### src/rtl/ra_seq.sv
// ra_seq: micro-sequencer for the register array (R0-R3 plus flag register).
// Takes one register-transfer command at a time from the instruction decoder
// and drives the array's load (i_*) and output-enable (e_*) strobes cycle by
// cycle. At most one source drives the shared data bus in any cycle.
//
// Ports:
//   clk        system clock, rising edge
//   rst        asynchronous active-low reset
//   start      command strobe, sampled only in IDLE
//   op[2:0]    000 NOP, 001 MOV, 010 LDI, 011 MUL, 100 DIV, 101 FRD, 11x illegal
//   rs[1:0]    source register (MOV)
//   rd[1:0]    destination register (MOV, LDI)
//   alu_done   ALU result and flags valid
//   i_r[3:0]   one-hot load strobes R0..R3
//   e_r[3:0]   one-hot output enables R0..R3
//   i_f, e_f   flag register load / output enable
//   imul, idiv R1 load-from-ALU strobes
//   ext_oe     external source drives the bus (LDI)
//   alu_go     single-cycle ALU start pulse
//   busy       command in progress
//   done       single-cycle completion pulse
//   err        sticky error flag, cleared by the next accepted start
//
// State      | meaning
// -----------+---------------------------------------------------------
// S_IDLE     | waiting for start
// S_DRIVE    | source enable on, bus settling (MOV/LDI)
// S_LATCH    | source enable held, destination load strobe
// S_WAIT_ALU | waiting for alu_done, timeout counter running
// S_WB       | R1 load from ALU (imul/idiv)
// S_FLAG     | flag register load
// S_FRD      | flag register drives the bus
// S_DONE     | done pulse, back to IDLE
module ra_seq #(
    parameter int ALU_TIMEOUT = 16,
    parameter int TW          = 5
) (
    input  logic       clk,
    input  logic       rst,
    input  logic       start,
    input  logic [2:0] op,
    input  logic [1:0] rs,
    input  logic [1:0] rd,
    input  logic       alu_done,
    output logic [3:0] i_r,
    output logic [3:0] e_r,
    output logic       i_f,
    output logic       e_f,
    output logic       imul,
    output logic       idiv,
    output logic       ext_oe,
    output logic       alu_go,
    output logic       busy,
    output logic       done,
    output logic       err
);

    localparam logic [2:0] S_IDLE     = 3'd0;
    localparam logic [2:0] S_DRIVE    = 3'd1;
    localparam logic [2:0] S_LATCH    = 3'd2;
    localparam logic [2:0] S_WAIT_ALU = 3'd3;
    localparam logic [2:0] S_WB       = 3'd4;
    localparam logic [2:0] S_FLAG     = 3'd5;
    localparam logic [2:0] S_FRD      = 3'd6;
    localparam logic [2:0] S_DONE     = 3'd7;

    localparam logic [2:0] OP_NOP = 3'd0;
    localparam logic [2:0] OP_MOV = 3'd1;
    localparam logic [2:0] OP_LDI = 3'd2;
    localparam logic [2:0] OP_MUL = 3'd3;
    localparam logic [2:0] OP_DIV = 3'd4;
    localparam logic [2:0] OP_FRD = 3'd5;

    localparam logic [TW-1:0] CNT_LAST = TW'(ALU_TIMEOUT - 1);

    logic [2:0]    state_q, state_d;
    logic [2:0]    op_q, op_d;
    logic [1:0]    rs_q, rs_d;
    logic [1:0]    rd_q, rd_d;
    logic [TW-1:0] cnt_q, cnt_d;
    logic          err_q, err_d;

    always_comb begin
        state_d = state_q;
        op_d    = op_q;
        rs_d    = rs_q;
        rd_d    = rd_q;
        cnt_d   = cnt_q;
        err_d   = err_q;
        case (state_q)
            S_IDLE: begin
                if (start) begin
                    op_d  = op;
                    rs_d  = rs;
                    rd_d  = rd;
                    err_d = 1'b0;
                    cnt_d = '0;
                    case (op)
                        OP_NOP:         state_d = S_DONE;
                        OP_MOV, OP_LDI: state_d = S_DRIVE;
                        OP_MUL, OP_DIV: state_d = S_WAIT_ALU;
                        OP_FRD:         state_d = S_FRD;
                        default: begin
                            state_d = S_DONE;
                            err_d   = 1'b1;
                        end
                    endcase
                end
            end
            // A self-move has nothing to capture: skip the load cycle.
            S_DRIVE:  state_d = (op_q == OP_MOV && rs_q == rd_q) ? S_DONE : S_LATCH;
            S_LATCH:  state_d = S_DONE;
            S_WAIT_ALU: begin
                // alu_done is tested first so a completion in the last
                // allowed cycle still writes back.
                if (alu_done) begin
                    state_d = S_WB;
                end else if (cnt_q == CNT_LAST) begin
                    state_d = S_DONE;
                    err_d   = 1'b1;
                end else begin
                    cnt_d = cnt_q + TW'(1);
                end
            end
            S_WB:     state_d = S_FLAG;
            S_FLAG:   state_d = S_DONE;
            S_FRD:    state_d = S_DONE;
            S_DONE:   state_d = S_IDLE;
            default:  state_d = S_IDLE;
        endcase
    end

    always_ff @(posedge clk or negedge rst) begin
        if (!rst) begin
            state_q <= S_IDLE;
            op_q    <= OP_NOP;
            rs_q    <= 2'd0;
            rd_q    <= 2'd0;
            cnt_q   <= '0;
            err_q   <= 1'b0;
        end else begin
            state_q <= state_d;
            op_q    <= op_d;
            rs_q    <= rs_d;
            rd_q    <= rd_d;
            cnt_q   <= cnt_d;
            err_q   <= err_d;
        end
    end

    // Moore decode: every strobe comes from state_q and the latched fields,
    // so an asynchronous reset to IDLE clears them all at once.
    always_comb begin
        i_r    = 4'b0000;
        e_r    = 4'b0000;
        i_f    = 1'b0;
        e_f    = 1'b0;
        imul   = 1'b0;
        idiv   = 1'b0;
        ext_oe = 1'b0;
        alu_go = 1'b0;
        done   = 1'b0;
        case (state_q)
            S_DRIVE, S_LATCH: begin
                if (op_q == OP_MOV) begin
                    e_r = 4'b0001 << rs_q;
                end else begin
                    ext_oe = 1'b1;
                end
                if (state_q == S_LATCH) begin
                    i_r = 4'b0001 << rd_q;
                end
            end
            S_WAIT_ALU: alu_go = (cnt_q == '0);
            S_WB: begin
                imul = (op_q == OP_MUL);
                idiv = (op_q == OP_DIV);
            end
            S_FLAG:  i_f  = 1'b1;
            S_FRD:   e_f  = 1'b1;
            S_DONE:  done = 1'b1;
            default: ;
        endcase
    end

    assign busy = (state_q != S_IDLE);
    assign err  = err_q;

endmodule

### config.mk
export PLATFORM = sky130hd
export DESIGN_NAME = ra_seq
export DESIGN_NICKNAME = d
export VERILOG_FILES = /design/src/rtl/ra_seq.sv
export SDC_FILE = /design/constraint.sdc
export NUM_CORES = 1
export LEC_CHECK = 0
export CAP_MARGIN = 20
export CORE_MARGIN = 3
export CORE_UTILIZATION = 51
export DETAILED_ROUTE_END_ITERATION = 12
export PLACE_DENSITY_LB_ADDON = 0.08
export SLEW_MARGIN = 20
export SYNTH_ARGS = -nofsm -noshare
export SYNTH_HDL_FRONTEND = slang
export SYNTH_SLANG_ARGS = --single-unit
### constraint.sdc
create_clock -name clk -period 4.3 [get_ports clk]
set_input_delay 0.86 -clock clk [delete_from_list [all_inputs] [get_ports clk]]
set_output_delay 0.86 -clock clk [all_outputs]
set_load 0.05 [all_outputs]
## Yosys cells after proc, flatten, opt, wreduce, memory -nomap -nowiden

Index checks and enable logic that the tools add are counted.

- Register bits after elaboration: 16
- Input port bits: 11

- Add/sub/neg operators: 1
- Equality and inequality tests: 22
- Shifts and indexed selects: 2
- Multiplexer cells: 27
- Reduce and logical (&&, ||, !) cells: 15

Operators by type and width:

| cell | count |
|---|---|
| $eq A3 B3 Y1 const B | 7 |
| $pmux W3 S6 | 1 |
| $mux W4 | 4 |
| $eq A3 B2 Y1 const B | 5 |
| $mux W5 | 3 |
| $mux W1 | 12 |
| $mux W3 | 4 |
| $pmux W5 S2 | 1 |
| $eq A3 B1 Y1 const B | 3 |
| $pmux W3 S3 | 1 |
| $ne A2 B2 Y1 const B | 4 |
| $reduce_and A4 Y1 | 2 |
| $shl A1 B2 Y4 const A | 2 |
| $logic_not A3 Y1 | 2 |
| $reduce_or A2 Y1 | 3 |
| $reduce_or A6 Y1 | 1 |
| $add A5 B1 Y5 const B | 1 |
| $eq A5 B4 Y1 const B | 1 |
| $logic_not A5 Y1 | 1 |
| $reduce_and A2 Y1 | 2 |
| $ne A3 B3 Y1 const B | 1 |
| $reduce_bool A3 Y1 | 1 |
| $reduce_or A3 Y1 | 1 |
| $eq A2 B2 Y1 | 1 |
| 3 further kinds | 3 |

## Longest topological paths before layout

- Depth after elaboration: 5
- Depth in mapped cells: 6

## Least setup slack after synthesis

Ideal clock, no wire load.

- Path type: reg2out
- From: register state_q[0]
- To: output port idiv
- Data arrival time: 2.625 ns
- Required time: 3.440 ns
- Setup slack: 0.815 ns
- Cell stages (with the launch flop): 4
- Path buffers: 1
- Path through: dfrtp_1 -> buf_2 -> or3b_2 -> nor4b_1

- Longest elaborated chain between the ends: 2

RTL lines:

| what | line | RTL |
|---|---|---|
| start: declaration | 76 | `logic [2:0] state_q, state_d;` |
| start signal: assignment | 142 | `state_q <= state_d;` |
| $eq A3 B3 Y1 | 163 | `case (state_q)` |
| $mux W1 | 163 |  |
| end: declaration | 50 | `output logic idiv,` |

Every way passes these cells.

## Worst setup path after layout

- From: register state_q[0]
- To: output port e_r[1]

- Longest elaborated chain between the ends: 3
- Elaborated cells between the ends (all ways): 4

RTL lines:

| what | line | RTL |
|---|---|---|
| $eq A3 B2 Y1 or $eq A3 B1 Y1 (tied branches) | 163 |  |
| $reduce_or A2 Y1 (*) | 163 |  |
| $mux W4 (*) | 163 |  |
| end: declaration | 46 | `output logic [3:0] e_r,` |

Mark *: on every way between the ends. The rest lies on a longest branch, timed or not.

==> summary.md <==
| Metric | Value |
|---|---|
| Status | `completed` |
| Routed wire length | `~2.1 mm` |
| Routability cong. | `0.756` |
| Post-synth cell types | `38` |
| Worst path cell trace | `xnor2_1 > or3_1 > nor3b_1 > clkdlybuf4s50_1` |
| Synthesis-to-layout area growth | `29.5%` |
| Worst Setup End Kind | `output pin` |
| Detailed placer's ending HPWL | `roughly 1.6 mm` |
| Root buf cell | `clkbuf_4` |
| Area contributors post-synth | `dfrtp_1 39%, mux2_4 5.8%, mux2i_1 4.9%, ha_1 3.6%, nor4b_1 3.4%` |
| Post-synth EDFFs | `0` |
| CP max FO | `20` |
| Synth top area share | `38.8%` |
| DR iter-0 viols | `22` |
| Final setup vio count | `0` |
| Buf+Inv Stages, Crit Path | `1` |
| Syn avg cell area | `10.5 um^2` |
| Mapped Cells | `98` |
| Seq/Total Area, Yosys | `38.8%` |
| Primary FF master, synth | `dfrtp_1` |
| Die Width | `51.0 um` |
| # DRC | `0` |
| P_leak | `0.590 nW` |
| Synth Warn # | `0` |
| CP required | `3.44 ns` |
| Clk Latency, worst-skew pair | `approximately 0.29 ns` |
| Sum of negative setup slack | `0 ns` |
| Dpl cell area | `1300 um^2` |
| Critical path class | `reg -> out` |
| Period utilisation layout | `between 80% and 90%` |
| Syn nets | `112` |
| Core area | `1820 um^2` |
| Setup bufs post-CTS | `0` |
| CP Data Arrival Time | `between 2 and 3 ns` |
| Worst vdd ir | `0.357 mV` |
| Post-DRT Antenna Nets | `0` |
| Nets | `approximately 140` |
| CTS sink count | `16` |
| Reg clk slew, reported paths | `roughly 0.090 ns` |
| Post-route design area | `1340 um^2` |
| R2R depth | `3` |
| Starting Density | `56.6%` |
| Largest net degree at the start of global routing | `21` |
| Share of cells above drive strength 1 | `11.4%` |
| Die area | `2600 um^2` |
| Critical-path top delay cell | `clkdlybuf4s50_1` |
| Hold Crit Depth | `1` |
| Drt first pass iters | `4` |
| PostCTS Resize Cnt | `0` |
| Longest Clk Path Bufs | `2` |
| Post-synthesis instance area | `around 1000 um^2` |
| CTS tree | `yes` |
| Startpoint Class | `flop` |
| Via count | `859` |
| Slew margin rel. | `50.7%` |
| Gr usage total | `roughly a fifth` |
| Minimum clock period | `around 3.5 ns` |
| Slew Limit Fails | `0` |
| Synth area leader | `dfrtp_1` |
| Seq cells post-synth | `16` |
| Hold Buf Count CTS | `0` |
| Vias in the first global route | `801` |
| Max cap viols | `0` |
| Pwr Density | `about 660 nW/um^2` |
| Peak Freq | `286 MHz` |
| Io pins | `28` |
| Remaining global-route overflow | `0` |
| Cell family with most CP delay | `buffers and inverters` |
| Max H-tree Level | `1` |
| Global-route wire length before repair | `between 3 and 4 mm` |
| # port buffers | `27` |
| Routed vias/inst | `5.80` |
| RSZ-0062 raised after global routing | `false` |
| Initial antenna violation count | `0` |
| Synth async-reset ratio | `100%` |
| Clk_skew | `0.00192 ns` |
| # rows | `15` |
| Worst-Margin Slew | `between 0.7 and 0.8 ns` |
| CP peak stage delay | `0.84 ns` |
| Worst hold path type | `reg -> reg` |
| Crit path depth | `4` |
| Die height | `~50 um` |
| N_diodes | `0` |
| Final hold viol count | `0` |
| Routed len/inst | `14.5 um` |
| CTS buffer count | `3` |
-- per-stage QoR --
stage	setup slack, ns	hold slack (ns)	util (%)	cells	power [mW]
global route	0.645	0.542	73.3	148	0.942
finish	0.799	0.511	73.3	148	0.884
CTS	0.784	0.514	73.3	148	0.890
floorplan	0.815	0.461	-	98	0.661
detailed placement	1.14	0.502	71.3	144	0.785
global placement	1.22	0.493	71.3	144	0.772
-- routing by layer --
layer  global-route usage [%]  wire length, um  vias to the layer above
met1                     21.8              972                      411
met5                        0                0                        -
met4                     6.73               25                        0
met3                     6.12              125                        2
li1                         -                -                      415
met2                     31.5             1020                       31
-- worst reg2reg max path, delay by kind of cell (launching register included) --
family	cells	cell delay (ns)
compound gates	2	0.42
simple gates	1	0.86
flops	1	0.58
-- power by group --
part / switching (mW) / leakage [nW] / internal (mW)
clock: 0.0493 / 0.0210 / 0.0516
sequential: 0.114 / 0.196 / 0.217
combinational: 0.243 / 0.373 / 0.210
-- final timing paths --
| path | startpoint | to | slack [ns] |
|---|---|---|---|
| min in group asynchronous | rst | state_q[0]$_DFFE_PN0P_ | 1.00 |
| max | state_q[0]$_DFFE_PN0P_ | e_r[1] | 0.80 |
| min reg2reg | cnt_q[3]$_DFFE_PN0P_ | cnt_q[3]$_DFFE_PN0P_ | 0.51 |
| max reg2reg | state_q[0]$_DFFE_PN0P_ | err$_DFFE_PN0P_ | 2.35 |
| max in group asynchronous | rst | rd_q[0]$_DFFE_PN0P_ | 2.84 |
| min | cnt_q[3]$_DFFE_PN0P_ | cnt_q[3]$_DFFE_PN0P_ | 0.51 |
-- cell usage in the layout, fill, tap and decap left out, types with 3 or more instances in the layout --
cell type,netlist,layout
o211ai_1,4,4
mux2_2,3,3
ha_1,3,3
inv_1,4,4
clkbuf_4,0,3
dfrtp_1,16,16
mux2_4,4,4
nor4b_1,4,4
or3_1,3,3
nor3b_1,3,3
clkdlybuf4s50_1,0,27
nand2_1,6,6
mux2i_1,5,5
and3_1,5,5
-- flip-flops by register name (all words and copies together) (netlist names) --
register	cells
state_q	3
err	1
rd_q	2
rs_q	2
op_q	3
cnt_q	5
-- cell type report --
cell class                 instances  area (um^2)
sequential                        16          400
clock buffer                       4         36.3
fill                             137          485
tap                               25         31.3
multi-input combinational         72          582
inverter                           4         15.0
timing repair buffer              27          270
-- synthesized netlist by cell type (4+ instances only) --
cell and n:
nand2_1 6, mux2i_1 5, inv_1 4, and3_1 5, o211ai_1 4, nor4b_1 4
mux2_4 4, dfrtp_1 16
-- kinds of logic after synthesis --
logic type / Yosys count / share of synthesized area, %
adders and majority gates: 3 / 3.64
DFF: 16 / 38.8
buffers and inverters: 10 / 4.73
muxes: 12 / 14.0
xor gates and xnor gates: 4 / 3.40
and+or+nand+nor: 40 / 25.9
AOI/OAI and AO/OA: 13 / 9.59
Power figures use the tool's default switching activity.
==> patch (same flow settings) <==
Change the parameter `TW` from 5 to 4.
--- a/src/rtl/ra_seq.sv
+++ b/src/rtl/ra_seq.sv
@@ -33,7 +33,7 @@
 // S_DONE     | done pulse, back to IDLE
 module ra_seq #(
     parameter int ALU_TIMEOUT = 16,
-    parameter int TW          = 5
+    parameter int TW          = 4
 ) (
     input  logic       clk,
     input  logic       rst,
Function: no difference found for any inputs over 10 cycles, from zero or initial values and one cycle with rst low; that may be too few to reach the edited logic, so the function may still have changed.
==> patch against the unedited design <==
Design area shrank 8.0%; critical endpoint unchanged; clock skew grew 2.2 ps; synthesized area shrank 8.5%; cell count grew 12%; largest power group unchanged; highest routed layer unchanged; worst setup slack gained 230 ps; total power shrank 7.4%; critical path type unchanged; routed wire length grew 2.7%; via count grew 4.9%; sequential cell count shrank 1; combinational power shrank 4%.
==> patch: results (changes against the unedited design) <==
- Deepest clock path buffer count: 2 (unchanged)
- Final net count: 156 (was 138)
* Leading post-synthesis cells by cell area: sky130_fd_sc_hd__dfrtp_1 (40%), sky130_fd_sc_hd__nand2_1 (12%), sky130_fd_sc_hd__nor2_1 (4.0%), sky130_fd_sc_hd__xnor2_1 (3.7%), sky130_fd_sc_hd__buf_6 (3.6%) (was sky130_fd_sc_hd__dfrtp_1 (39%), sky130_fd_sc_hd__mux2_4 (5.8%), sky130_fd_sc_hd__mux2i_1 (4.9%), sky130_fd_sc_hd__ha_1 (3.6%), sky130_fd_sc_hd__nor4b_1 (3.4%))
* Pin count of the biggest net entering global routing: 16 (was 21)
- The overall routing resource usage is 0.201 (was 0.186).
- The relative slew slack was 0.536 (was 0.507).
* Detail-routed net length per standard cell: 13.3 microns (was 14.5 microns)
- Worst vdd rail ir drop: 0.427 mV (was 0.357 mV)
* Post-DR vias/cell: 5.43 (was 5.80)
- The number of buffers added on ports was 27 (unchanged).
- The first-pass detailed-route iteration total is 4 (unchanged).
* Hold crit path type: register to register (unchanged)
- The largest fanout of any net on the critical path is 4 (was 20).
- Estimated wirelength of the detail-placed design: 1660 microns (was 1590 microns)
* Setup Skew: 4.13 ps (was 1.92 ps)
- The number of gates resized after cts came to 0 (unchanged).
* Clock root buffer: sky130_fd_sc_hd__clkbuf_4 (unchanged)
* Vias in the first global route: 828 (was 801)
* Leakage: 0.520 nW (was 0.590 nW)
- Deepest level of the CTS H-tree: 1 (unchanged)
- The unique cell type count in the Yosys netlist was 30 (was 38).
- Number of antenna cells inserted: 0 (unchanged)
- The total nets after synthesis is 129 (was 112).
- Clock latency on the worst-skew pair: 280 ps
- Status: complete, no violations (unchanged)
- Data arrival time at the worst-slack endpoint: 2420 ps (was 2640 ps)
- The wire length of the first global-routing pass is 3760 microns (was 3630 microns).
* Starting DRT DRC Count: 28 (was 22)
- Share of layout cells above drive strength 1: 0.0493 (was 0.114)
- The async set-or-reset flop fraction in the synthesized netlist was 1.00 (unchanged).
* Primary FF master, synth: sky130_fd_sc_hd__dfrtp_1 (unchanged)
* Sw Pwr: 0.417 mW (was 0.405 mW)
- Number of antenna violations at the first check in global routing: 0 (unchanged)
* Final weighted congestion in routability-driven placement: 0.798 (was 0.756)
- The setup slack after placement is 1370 ps (was 1140 ps).
- Clock-pin slew on the worst setup and hold paths: 90 ps (about the same)
* Proportion of synthesized chip area in sequential cells: 0.398 (was 0.388)
- Number of buffers inserted during clock tree synthesis: 3 (unchanged)
- The number of synthesis warnings was 0 (unchanged).
* Biggest registers after layout: cnt_q x4, op_q x3, state_q x3 (was cnt_q x5, op_q x3, state_q x3)
- The hold violation count in the final report came to 0 (unchanged).
* Number of setup buffers added after CTS: 0 (unchanged)
- Most common library cells after synthesis: sky130_fd_sc_hd__nand2_1 (30), sky130_fd_sc_hd__dfrtp_1 (15), sky130_fd_sc_hd__nor2_1 (10) (was sky130_fd_sc_hd__dfrtp_1 (16), sky130_fd_sc_hd__nand2_1 (6), sky130_fd_sc_hd__and3_1 (5), sky130_fd_sc_hd__mux2i_1 (5)).
patch: cell count changes after synthesis, sizes merged, moves of 3 or more:
cell   delta
o21ai     +3
mux2      -7
inv       +3
nand2    +24
mux2i     -5
or4       +3
or3b      -3
nand3     +5
or3       -3
nor2      +8
patch: cells by family (layout without fill, tap and decap cells):
logic type | Yosys count | count (layout) | share of synthesized area
buffers and inverters | 12 | 38 | 0.0716
adder cells (fa/ha/maj) | 2 | 2 | 0.0265
AO/OA/AOI/OAI | 15 | 15 | 0.106
flip-flops | 15 | 15 | 0.398
XOR/XNOR | 5 | 5 | 0.0464
AND/OR/NAND/NOR | 67 | 67 | 0.351
patch: worst paths after layout:
check / cells after the start / start / slack, ps / to
worst max-delay path: 5 / op_q[1] / 1020 / e_r[1]
worst min-delay path: 2 / op_q[2] / 540 / op_q[2]
worst max register to register: 5 / cnt_q[0] / 2650 / cnt_q[2]
worst min register to register: 2 / op_q[2] / 540 / op_q[2]
max in group asynchronous: 1 / rst / 2870 / err
min in group asynchronous: 1 / rst / 990 / state_q[2]
patch: metrics by stage:
stage	std cells	power, mW	cell area [sq um]	util
floorplan	116	0.621	943	-
global placement	162	0.722	1200	0.738
detailed placement	162	0.736	1200	0.738
CTS	166	0.818	1230	0.754
global route	166	0.880	1230	0.754
finish	166	0.819	1230	0.754
patch: final cells by class:
class / count / area, sq um
timing repair buffer: 27 / 270
inverter: 7 / 26.3
clock buffer: 4 / 26.3
fill: 144 / 400
multi-input combinational: 89 / 500
sequential: 15 / 375
tap: 24 / 30.0
patch: worst max-delay path: stages (launching register included):
cell,delay [ps]
sky130_fd_sc_hd__dfrtp_1,420
sky130_fd_sc_hd__nor3b_1,420
sky130_fd_sc_hd__nor3b_1,290
sky130_fd_sc_hd__nand2_1,90
sky130_fd_sc_hd__nor2_1,100
sky130_fd_sc_hd__clkdlybuf4s50_1,820
patch: metal layers:
metal,up-vias,GRT usage,part of all wire
li1,454,-,-
met1,415,0.281,0.48
met2,30,0.296,0.46
met3,2,0.0459,0.049
met4,0,0.0806,0.0045
met5,-,0,0
patch: power by group through the flow:
stage	registers [mW]	clock network, mW	logic [mW]
5_1_grt	0.312	0.0923	0.476
3_5_place_dp	0.301	0	0.435
6_report	0.301	0.0829	0.435
4_1_cts	0.298	0.0822	0.437
2_1_floorplan	0.270	0	0.351
3_3_place_gp	0.294	0	0.428
